$ cat src/rtl/dmr_pkg.sv
// Shared types and constants for the dual-core lockstep bus checker.
package dmr_pkg;

  localparam int BUS_AW = 32;
  localparam int BUS_DW = 32;

  localparam logic [31:0] FLAG_ADDR_DEF   = 32'h0000_1000;
  localparam logic [31:0] RESULT_ADDR_DEF = 32'h0000_1004;

  typedef enum logic [1:0] {
    RUN  = 2'd0,
    HALT = 2'd1,
    DONE = 2'd2
  } state_t;

  typedef struct packed {
    logic              we;
    logic [BUS_AW-1:0] addr;
    logic [BUS_DW-1:0] wdata;
  } bus_txn_t;

  // Read data returns outside this block, so wdata only matters on writes.
  function automatic logic txn_match(input bus_txn_t a, input bus_txn_t b);
    return (a.we == b.we) && (a.addr == b.addr) && (!a.we || (a.wdata == b.wdata));
  endfunction

endpackage

$ cat src/rtl/dmr_skew_fifo.sv
// Per-core skew buffer: small synchronous FIFO of bus transactions, head is read combinationally.
module dmr_skew_fifo
  import dmr_pkg::*;
#(
  parameter int DEPTH = 4
) (
  input  logic     clk,
  input  logic     rst,
  input  logic     push,
  input  bus_txn_t din,
  input  logic     pop,
  output logic     full,
  output logic     empty,
  output bus_txn_t head
);

  localparam int PW = $clog2(DEPTH);

  bus_txn_t         mem [DEPTH];
  logic [PW:0]      wr_ptr;
  logic [PW:0]      rd_ptr;
  logic             do_push;
  logic             do_pop;

  // Extra pointer bit distinguishes full from empty when the indices coincide.
  assign empty   = (wr_ptr == rd_ptr);
  assign full    = (wr_ptr[PW] != rd_ptr[PW]) && (wr_ptr[PW-1:0] == rd_ptr[PW-1:0]);
  assign do_pop  = pop && !empty;
  assign do_push = push && (!full || do_pop);
  assign head    = mem[rd_ptr[PW-1:0]];

  always_ff @(posedge clk) begin
    if (rst) begin
      wr_ptr <= '0;
      rd_ptr <= '0;
    end else begin
      if (do_push) wr_ptr <= wr_ptr + (PW+1)'(1);
      if (do_pop)  rd_ptr <= rd_ptr + (PW+1)'(1);
    end
  end

  always_ff @(posedge clk) begin
    if (do_push && !rst) mem[wr_ptr[PW-1:0]] <= din;
  end

endmodule

$ cat config.mk
export PLATFORM = sky130hd
export DESIGN_NAME = dmr_skew_fifo
export DESIGN_NICKNAME = d
export VERILOG_FILES = /design/src/rtl/dmr_pkg.sv /design/src/rtl/dmr_skew_fifo.sv
export SDC_FILE = /design/constraint.sdc
export NUM_CORES = 1
export LEC_CHECK = 0
export BUFFER_PORTS_ARGS = -buffer_cell sky130_fd_sc_hd__buf_2
export CAP_MARGIN = 20
export CORE_UTILIZATION = 60
export CTS_BUF_LIST = sky130_fd_sc_hd__clkbuf_4 sky130_fd_sc_hd__clkbuf_8 sky130_fd_sc_hd__clkbuf_16
export DETAILED_ROUTE_END_ITERATION = 8
export PLACE_DENSITY = 0.91
export SETUP_SLACK_MARGIN = 0.5
export SLEW_MARGIN = 5
export SYNTH_ARGS = -nofsm -noshare
export SYNTH_HDL_FRONTEND = slang
export SYNTH_SLANG_ARGS = --single-unit
export TNS_END_PERCENT = 100
$ cat constraint.sdc
create_clock -name clk -period 4.3 [get_ports clk]
set_input_delay 0.215 -clock clk [delete_from_list [all_inputs] [get_ports clk]]
set_output_delay 0.215 -clock clk [all_outputs]
set_load 0.02 [all_outputs]
* After elaboration in Yosys (flattened, before gate mapping)
Memory sizes are Yosys's and may differ from the RTL's. A register that Yosys moved wholly into a read port is not among the register bits.
Cells that the tools add are included.
** Word-level totals
- Bits in registers :: 6
- Memory bits (writable) :: 260
- Bits of input ports :: 69
- Output and inout port bits :: 67
- Logic and storage cells :: 20
- Memories :: 1
** Memory list
- mem :: depth 4, bits a word 65, rd ports 1, clocked after memory_dff 1, wr ports 1, RTL line dmr_skew_fifo.sv:19 : bus_txn_t mem [DEPTH];
** Operators by class
- Add/sub/neg operators :: 2
- Equal/unequal tests :: 3
- Mux-type cells :: 4
- Reduce and logical (&&, ||, !) cells :: 8
** Operators with widths (number)
- 3-bit by 1-bit adder with 3-bit output (second input constant) :: 2
- 1-bit logical AND :: 4
- 2-bit 2-to-1 mux :: 2
- 3-bit equality test :: 1
- 1-bit zero test :: 3
- 2-bit equality test :: 1
- 1-bit 2-to-1 mux :: 2
- 1-bit logical OR :: 1
- 1-bit inequality test :: 1

* Longest topological paths before layout
Gate-level depths: netlist of the first run.
- Depth after elaboration :: 8
- Depth in mapped cells :: 4
- Gate-level depth less buffers :: 4

* Least setup slack after synthesis of the first run
No wires, ideal clock.
- Path type :: reg-to-reg
- Start :: register wr_ptr[1]
- End :: memory mem[2][0] (netlist bit), enable pin
- Setup time :: 0.430 ns
- Data arrival time :: 2.424 ns
- Required time :: 3.870 ns
- Path slack :: 1.446 ns
- Cell stages (with the launch flop) :: 4
- Path buffers :: 0
- Period minus slack after synthesis :: 2.854 ns
- Cell sequence :: dfxtp_1 -> xnor2_2 -> a41oi_1 -> and2_1
** Between the ends
- Longest elaborated chain between the ends :: 8
- Elaborated cells between the ends (all ways) :: 11
- Those cells by class :: 2 x eq/ne; 2 x mux; 7 x reduce/logical
** RTL lines
- from (decl) :: RTL line dmr_skew_fifo.sv:20 : logic [PW:0] wr_ptr;
- from (signal assigned) :: RTL line dmr_skew_fifo.sv:37 : if (do_push) wr_ptr <= wr_ptr + (PW+1)'(1);
- 3-bit equality test / 2-bit equality test (equally long branches) :: RTL line dmr_skew_fifo.sv:26, dmr_skew_fifo.sv:27
- 1-bit zero test / 1-bit logical AND (equally long branches) :: RTL line dmr_skew_fifo.sv:28, dmr_skew_fifo.sv:27
- 1-bit logical AND / 1-bit zero test (equally long branches) :: RTL line dmr_skew_fifo.sv:28, dmr_skew_fifo.sv:29
- 1-bit logical OR :: RTL line dmr_skew_fifo.sv:29 : assign do_push = push && (!full || do_pop);
- 1-bit logical AND :: RTL line dmr_skew_fifo.sv:29
- 1-bit logical AND :: RTL line dmr_skew_fifo.sv:43 : if (do_push && !rst) mem[wr_ptr[PW-1:0]] <= din;
- 1-bit 2-to-1 mux :: RTL line dmr_skew_fifo.sv:43
- 1-bit 2-to-1 mux (not written as such) :: RTL line dmr_skew_fifo.sv:43
- to (decl) :: RTL line dmr_skew_fifo.sv:19
Parallel ways exist; a longest one is shown, timed or not.

==> results of run 1 <==
==> state kept, by name, summed over array words and instances, names as in the netlist, named ones only <==
register / count
rd_ptr: 3
wr_ptr: 3
mem: 260
==> logic make-up (layout without fill, tap and decap cells) <==
group,count (synthesis),count (layout),synth area share (%)
AOI/OAI and AO/OA,6,6,0.617
and+or+nand+nor,23,23,1.31
xor gates and xnor gates,4,4,0.579
adders and majority gates,5,5,0.630
DFF,268,268,80.2
buffers and inverters,20,252,1.22
muxes,71,71,15.4
==> metrics by stage <==
step | hold slack [ns] | std cells | power (uW) | utilization [%] | setup WS [ns]
after CTS | 0.0732 | 845 | 6340 | 77.0 | 1.38
final | 0.0882 | 845 | 6310 | 77.0 | 1.47
after detailed placement | 0.431 | 735 | 4030 | 67.6 | 1.94
after floorplan | 0.314 | 397 | 3750 | - | 1.45
after global placement | 0.426 | 735 | 4000 | 67.6 | 1.99
after global routing | 0.0988 | 845 | 6530 | 77.0 | 1.27
==> placed cells by master (no fill, tap or decap), drive strengths merged, types with 2 or more instances in the layout <==
master	instances
a41oi	3
nor2	6
clkinv	6
inv	5
nand2b	5
nand2	2
mux2	4
nor2b	3
a31oi	2
ha	5
buf	137
mux2i	2
and2	4
mux4	65
edfxtp	260
clkbuf	34
bufinv	5
xnor2	3
dfxtp	8
dlygate4sd3	65
==> how the worst max path moves through the flow <==
| stage | from | to | cells after the start |
|---|---|---|---|
| 2_1_floorplan | wr_ptr[1] | mem[2][0] | 3 |
| 3_3_place_gp | register | head[26] | 3 |
| 3_5_place_dp | wr_ptr[0] | mem[1][25] | 3 |
| 4_1_cts | register | head[57] | 3 |
| 5_1_grt | register | head[57] | 3 |
| 6_report | register | head[57] | 3 |
==> final cells by class <==
cell class                      count  area [um^2]
Clock inverter                     11          174
Fill cell                         874         3670
Timing Repair Buffer              202         1340
Clock buffer                       34          693
Multi-Input combinational cell    109         1850
Sequential cell                   268         7980
Tap cell                          216          270
Inverter                            5         18.8
==> layer usage <==
metal  global-route usage, %  share of wire [%]  vias to the layer above
li1                        -                  -                     2114
met1                    31.6                 39                     2483
met2                    41.4                 52                      238
met3                    4.32                6.7                       41
met4                    7.23                2.4                        0
met5                       0                  0                        -
==> power by group through the flow <==
| stage | Combinational [uW] | Clock [uW] | Sequential [uW] |
|---|---|---|---|
| 6_report | 932 | 2290 | 3090 |
| 5_1_grt | 988 | 2430 | 3110 |
| 4_1_cts | 936 | 2310 | 3100 |
| 3_5_place_dp | 878 | 0 | 3150 |
| 3_3_place_gp | 860 | 0 | 3140 |
| 2_1_floorplan | 713 | 0 | 3040 |
==> critical path, cell delays in order (launching register included) <==
cell,delay [ns]
dfxtp_4,0.98
buf_4,0.38
mux4_2,0.56
buf_2,0.18
==> flow_summary_export.csv, run 1 <==
group,metric,value,unit
clock_network,postCtsSetupRepairBufs,0,
routing,vias,4876,
setup_path,crit_type,"register to primary output",
sta,setup_violations,0,
routing,routedWlPerCell,23.0,um
routing,drtIter0Drc,380,
finish,layout.nets,685,
clock_network,clk_latency,0.50,ns
setup_path,r2r-start,"wr_ptr[0]",
synthesis,synth_common_cells,"260 x edfxtp_1, 65 x mux4_2, 8 x dfxtp_1",
min_path,worstHoldStart,"pop",
clock_network,htree_levels,1,
floorplan,die-width,131,um
setup_path,r2r_cells,3,
global_routing,grt_pass1_wl,29200,um
power_and_ir_drop,pwr_density_cell,512,mW/mm^2
clock_network,cts_buffers,25,
global_routing,grt-ovfl-total,0,
power_and_ir_drop,p_int,4840,uW
finish,antenna_cells,0,
power_and_ir_drop,p_leak,0.00419,uW
place,io_buffers,135,
synthesis,ys_seq_area_share,80.2,%
global_routing,grt_usage,24.0,%
place,gp_congestion,0.797,
sta,finalMaxSlewViolations,0,
setup_path,arrival,2.62,ns
power_and_ir_drop,combPwrFrac,14.8,%
power_and_ir_drop,ir_worst_vdd,0.000344,V
synthesis,synth_area_per_cell,25.0,um^2
finish,area_growth_syn_to_layout,24.1,%
floorplan,dieArea,0.0171,mm^2
power_and_ir_drop,p_clk_share,36.3,%
place,place_area,0.0108,mm^2
synthesis,yosysMostFrequentCell,"edfxtp_1",
clock_network,clock-sinks,268,
min_path,min_path_cells,3,
routing,drc,0,
synthesis,synth_nets,471,
power_and_ir_drop,sequentialPowerShare,49.0,%
floorplan,floorplan.initialDensity,62.1,%
min_path,min-delay-path-class,"input pin to register",
floorplan,rows,46,
routing,viasPerCell,5.77,
setup_path,rrSetupSlack,1.86,ns
setup_path,cp_max_fo,48,
setup_path,r2r-end,"mem[2][4]",
global_routing,grt_pass1_vias,5130,
sta,fin_skew,0.0129,ns
setup_path,worstPathRequired,4.09,ns
synthesis,ys_ff_latch,268,
routing,final_antenna_net_count,0,
place,dp_hpwl,10200,um
floorplan,boundaryPins,136,
synthesis,ys_warn_count,0,
synthesis,synth-edff-count,260,
power_and_ir_drop,p_sw,1470,uW
synthesis,syn-cell-area,0.00993,mm^2
clock_network,clk_path_buf_depth,3,
clock_network,cts_tree,"yes",
routing,dr.pass1.iters,4,
clock_network,hold_buffers,65,
clock_network,cts_root_buf,"clkbuf_16",
synthesis,synth_ff_type,"edfxtp_1",
floorplan,die_y,131,um
routing,wirelength,19400,um
power_and_ir_drop,switching_share,23.3,%
sta,min_period,2.83,ns
clock_network,clk_pin_slew,0.06,ns
sta,tns,0,ns
synthesis,yosysTopAreaCell,"edfxtp_1",
sta,rsz0062_at_grt,"no",
floorplan,fp.coreArea,0.0160,mm^2
synthesis,synth_cells,397,
outcome,status,"finished clean",
finish,drive_above_1_share,40.7,%
synthesis,synthArstFlopShare,0,%
sta,timing.final.hold_violations,0,
clock_network,ctsResizeCount,0,
sta,worstMarginPinSlew,0.997,ns
synthesis,ys_types,28,
finish,design_area,0.0123,mm^2
flow_run,drv_cap,0,
setup_path,worstSetupEndpointType,"primary output",
synthesis,yosys-top-cells-area,"edfxtp_1 79%, mux4_2 15%, dfxtp_1 1.6%",
sta,finalCritPeriodShare,65.9,%
sta,slew_headroom,33.6,%
global_routing,antenna_found_initial,0,
global_routing,grt_max_degree,66,
synthesis,netlist.area_leader.share,78.6,%
sta,fmax,353,MHz
min_path,min_to,"rd_ptr[2]",
setup_path,start_kind,"register",
(Power assumes the default switching activity.)
==> inputs of run 2 (changes only) <==
- ABC_AREA: unset -> 1
- CORE_UTILIZATION: 60 -> 57
- PLACE_DENSITY: 0.91 -> 0.87
- clock period: 4.3 -> 2.88 ns (I/O delays scaled with it)
==> flow_summary_export.csv, run 2 <==
group,metric,value,unit
clock_network,cts_root_buf,"clkbuf_16",
setup_path,r2r-end,"mem[3][21]",
finish,layout.nets,971,
outcome,status,"finished clean",
synthesis,yosys-top-cells-area,"edfxtp_1 76%, o21ai_0 4.6%, nor2_1 4.2%",
sta,finalCritPeriodShare,78.5,%
place,gp_congestion,0.785,
clock_network,cts_buffers,26,
synthesis,synthArstFlopShare,0,%
routing,vias,6470,
synthesis,yosysTopAreaCell,"edfxtp_1",
finish,final_common_cell,"edfxtp_1",
clock_network,clock-sinks,268,
finish,drive_above_1_share,27.1,%
clock_network,clk_path_buf_depth,3,
finish,finish.utilization,73.1,%
setup_path,r2r_cells,7,
synthesis,netlist.area_leader.share,76.2,%
sta,fin_skew,0.0114,ns
sta,worstMarginPinSlew,0.667,ns
synthesis,synth-edff-count,260,
sta,timing.final.hold_violations,0,
power_and_ir_drop,p_leak,0.00450,uW
clock_network,clk_latency,0.52,ns
place,dp_slack,0.838,ns
finish,final_cell_mix,"260 x edfxtp_1, 135 x buf_2, 116 x nor2_1, 95 x o21ai_0, 68 x dlygate4sd3_1",
clock_network,htree_levels,1,
synthesis,ys_ff_latch,268,
synthesis,synth_ff_type,"edfxtp_1",
floorplan,rows,48,
floorplan,floorplan.initialDensity,58.9,%
place,io_buffers,135,
flow_run,drv_cap,0,
power_and_ir_drop,pwr_density_cell,762,mW/mm^2
synthesis,ys_types,27,
setup_path,worstSetupEndpointType,"primary output",
floorplan,fp.coreArea,0.0174,mm^2
setup_path,rrSetupSlack,0.81,ns
global_routing,grt-ovfl-total,0,
sta,slew_headroom,55.5,%
routing,wirelength,22000,um
global_routing,grt_use_met3,4.44,%
global_routing,grt_pass1_vias,6653,
synthesis,synth_cells,692,
global_routing,grt_pass1_wl,33500,um
synthesis,yosysMostFrequentCell,"edfxtp_1",
synthesis,ys_seq_area_share,77.7,%
min_path,worstHoldStart,"rst",
global_routing,use_met1,29.5,%
routing,dr.pass1.iters,5,
synthesis,synth_common_cells,"260 x edfxtp_1, 116 x nor2_1, 95 x o21ai_0",
floorplan,dieArea,0.0185,mm^2
synthesis,ys_warn_count,0,
sta,fmax,442,MHz
min_path,min-delay-path-class,"input pin to register",
routing,routedWlPerCell,19.3,um
sta,worst_slack,0.618,ns
setup_path,r2r-start,"wr_ptr[1]",
global_routing,top_usage_layer,"met2",
clock_network,postCtsSetupRepairBufs,0,
routing,final_antenna_net_count,0,
setup_path,worstPathRequired,2.74,ns
min_path,min_path_cells,2,
setup_path,arrival,2.12,ns
place,dp_hpwl,11900,um
global_routing,met2_usage,42.2,%
setup_path,cp_max_fo,130,
floorplan,die-width,136,um
sta,min_period,2.26,ns
clock_network,cts_tree,"yes",
power_and_ir_drop,ir_worst_vdd,0.000768,V
finish,largest_reg_flops,260,
routing,viasPerCell,5.67,
setup_path,crit_type,"register to primary output",
synthesis,synth_nets,766,
floorplan,die_y,136,um
finish,area_growth_syn_to_layout,24.3,%
setup_path,start_kind,"register",
floorplan,boundaryPins,136,
synthesis,syn-cell-area,0.0102,mm^2
global_routing,grt_usage,24.1,%
routing,drc,0,
sta,setup_violations,0,
global_routing,antenna_found_initial,1,
min_path,min_to,"wr_ptr[2]",
synthesis,synth_area_per_cell,14.8,um^2
clock_network,clk_pin_slew,0.06,ns
sta,rsz0062_at_grt,"no",
routing,drtIter0Drc,555,
sta,finalMaxSlewViolations,0,
global_routing,grt_max_degree,131,
-- run 2: cell types whose count changed after synthesis, moves of 5 or more --
cell	before	now
buf_6	5	10
clkbuf_1	3	27
mux4_2	65	0
nand2_1	2	12
nand2b_1	5	0
nor2_1	6	116
nor2_2	0	20
o21ai_0	0	95
o21ai_1	0	36
o22ai_1	0	55
o22ai_2	0	10
-- run 2: metal layers --
metal	routed length (um)	share of wire [%]	up-vias
met5	0	0	-
li1	-	-	3019
met1	8610	39	3155
met4	582	2.6	0
met2	11400	52	253
met3	1390	6.3	43
-- run 2: cell type report --
cell class | count | area, um^2
Timing Repair Buffer | 220 | 1520
Antenna cell | 1 | 2.50
Tap cell | 225 | 282
Multi-Input combinational cell | 369 | 2010
Clock buffer | 31 | 706
Inverter | 12 | 50.0
Fill cell | 1063 | 4680
Sequential cell | 268 | 7980
Clock inverter | 16 | 193
-- run 2: cell families after synthesis --
logic type	after synthesis	synth area share, %
AND/OR/NAND/NOR	161	7.04
buffers and inverters	55	3.00
AO/OA/AOI/OAI	200	11.3
flip-flops	268	77.7
XOR/XNOR	3	0.330
adder cells (fa/ha/maj)	5	0.610
-- run 2: timing repair --
item                                    in CTS  in global routing
hold endpoints to repair                   264                  0
hold buffers                                68                  0
endpoints found under the setup margin      16                 10
gates resized for setup                      3                  1
gates cloned                                 0                  0
-- run 2: worst max-delay path by stage --
| stage | end | slack [ns] | cells past startpoint |
|---|---|---|---|
| CTS | head[64] | 0.51 | 4 |
| finish | head[64] | 0.62 | 4 |
| global placement | mem[3][30] | 0.89 | 7 |
| detailed placement | mem[3][29] | 0.84 | 7 |
| floorplan | mem[3][0] | -0.05 | 6 |
| global route | head[25] | 0.51 | 5 |
-- run 2: critical path, stage by stage, from the launching register on --
cell and delay, ns:
dfxtp_4 0.38, buf_12 0.40, o21ai_0 0.25, o22ai_1 0.25, buf_2 0.20
-- run 2: report_power, final --
part / internal [uW] / switching, uW
clock network: 2110 / 1400
logic: 572 / 1180
registers: 4380 / 56.4
-- run 2: stage by stage --
step	total power (uW)	instance area [um^2]	instances	hold WS [ns]	setup TNS [ns]
global route	10000	12700	1142	0.0157	0
CTS	9690	12700	1141	0.00785	0
detailed placement	6160	11100	1026	0.360	0
global placement	6120	11100	1026	0.357	0
finish	9700	12700	1142	0.0231	0
floorplan	5640	10300	692	0.243	-8.32
==> inputs of run 3 (changes only) <==
- CORE_UTILIZATION: 57 -> 52
- PLACE_DENSITY: 0.87 -> 0.84
- clock period: 2.88 -> 2 ns (I/O delays scaled with it)
==> flow_summary_export.csv, run 3 (synthesis results as in run 2) <==
group,metric,value,unit
setup_path,critical_path.max_stage_delay,0.39,ns
routing,drc,0,
clock_network,clk_path_buf_depth,3,
global_routing,grt_max_degree,61,
routing,dr.pass1.iters,6,
sta,rsz0062_at_grt,"yes",
routing,vias,8435,
finish,design_area,0.0159,mm^2
global_routing,grt_pass1_wl,43700,um
sta,timing.final.hold_violations,0,
finish,area_growth_syn_to_layout,55.5,%
finish,nFillCells,766,
finish,final_common_cell,"edfxtp_1",
setup_path,path_buf_inv,4,
flow_run,drv_cap,0,
sta,fmax,467,MHz
finish,fin_cells,1287,
sta,worstMarginPinSlew,0.400,ns
outcome,status,"finished with violations",
clock_network,cts_tree,"yes",
sta,whs,0.142,ns
finish,layout.nets,1081,
sta,min_period,2.14,ns
outcome,failed_checks,"negative setup slack",
finish,final_cell_mix,"260 x edfxtp_1, 87 x nor2_1, 70 x buf_2, 68 x dlygate4sd3_1, 57 x buf_6",
global_routing,grt_usage,29.3,%
power_and_ir_drop,power.total,16600,uW
clock_network,htree_levels,1,
sta,slew_headroom,73.1,%
routing,drtIter0Drc,1151,
place,io_buffers,135,
finish,finish.utilization,83.8,%
global_routing,antenna_found_initial,1,
finish,antenna_cells,0,
power_and_ir_drop,p_leak,0.00578,uW
place,place_area,0.0113,mm^2
clock_network,cts_root_buf,"clkbuf_16",
setup_path,crit_type,"register to primary output",
routing,final_antenna_net_count,0,
sta,worst_slack,-0.140,ns
setup_path,arrival,2.04,ns
finish,largest_reg_flops,260,
routing,routedWlPerCell,32.3,um
routing,viasPerCell,6.55,
power_and_ir_drop,pwr_density_cell,1040,mW/mm^2
setup_path,critPathTopFamily,"buffers and inverters",
sta,finalCritPeriodShare,107,%
clock_network,clk_latency,0.58,ns
clock_network,clock-sinks,268,
power_and_ir_drop,ir_worst_vdd,0.000948,V
sta,setup_violations,29,
global_routing,grt_pass1_vias,7465,
floorplan,rows,50,
floorplan,boundaryPins,136,
clock_network,clk_pin_slew,0.07,ns
floorplan,dieArea,0.0203,mm^2
setup_path,cp_max_fo,5,
setup_path,worstPathRequired,1.90,ns
sta,fin_skew,0.0220,ns
place,dp_hpwl,12900,um
floorplan,die_y,142,um
place,gp_congestion,0.851,
min_path,min-delay-path-class,"input pin to register",
setup_path,crit_chain,"buf_12 > buf_12 > buf_16 > o21ai_0 > o22ai_1 > buf_4",
floorplan,floorplan.initialDensity,53.9,%
place,dp_cells,1065,
floorplan,fp.coreArea,0.0190,mm^2
sta,finalMaxSlewViolations,0,
setup_path,worstSetupEndpointType,"primary output",
clock_network,cts_buffers,27,
global_routing,grt-ovfl-total,0,
floorplan,die-width,142,um
finish,drive_above_1_share,46.7,%
setup_path,start_kind,"register",
setup_path,path_common_cell,"buf_12",
routing,wirelength,41500,um
setup_path,cpMaxStageDelayCell,"dfxtp_4",
[run 3: changes by cell type in the layout (fill, tap and decap cells not counted), moves of 29 or more]
cell     change
buf_2       -65
o21ai_0     -63
buf_6       +55
o21ai_2     +34
o22ai_1     -34
buf_4       +32
o22ai_2     +31
nor2_1      -29
[run 3: metal layers]
metal	GRT usage, %	share of wire, %
met1	36.7	32
met5	0	0.026
met4	11.5	7.1
met2	50.9	49
met3	5.05	12
[run 3: worst min-delay path, cell delays in order]
cell and delay [ns]:
buf_2 0.09, inv_1 0.06, nand4_4 0.15, nand3_1 0.12, a21oi_2 0.14
[run 3: worst paths after layout]
path | from | to | slack (ns) | cells after the start
worst max-delay path | register | head[37] | -0.14 | 6
worst min register to register | rd_ptr[2] | rd_ptr[2] | 0.53 | 2
worst min-delay path | pop | wr_ptr[2] | 0.14 | 5
worst max register to register | wr_ptr[1] | mem[1][48] | -0.04 | 9
[run 3: timing repair]
action | in CTS | in global routing
endpoints found under the setup margin | 327 | 327
cloned | 20 | 40
endpoints found under the hold margin | 264 | 0
resized for setup | 187 | 235
pin swaps | 22 | 59
hold buffers | 68 | 0
setup buffers | 13 | 32
[run 3: power by group]
part | switching, uW | internal [uW]
combinational | 2730 | 2230
clock | 2380 | 2820
sequential | 114 | 6310
[run 3: through the flow]
stage                     TNS (ns)  worst slack [ns]
after floorplan            -237.12            -0.933
after global placement           0             0.202
after detailed placement         0             0.140
after CTS                        0            0.0965
after global routing         -2.81            -0.107
final                       -0.927            -0.140
[run 3: cell type report]
class / instances / area (um^2) / share of cell area [%]
sequential: 268 / 8000 / 50.2
timing repair buffer: 325 / 3950 / 24.8
clock buffer: 37 / 763 / 4.79
multi-input combinational: 369 / 2700 / 17.0
timing repair inverter: 4 / 37.5 / 0.235
clock inverter: 12 / 97.6 / 0.612
inverter: 12 / 71.3 / 0.447
tap: 260 / 325 / 2.04
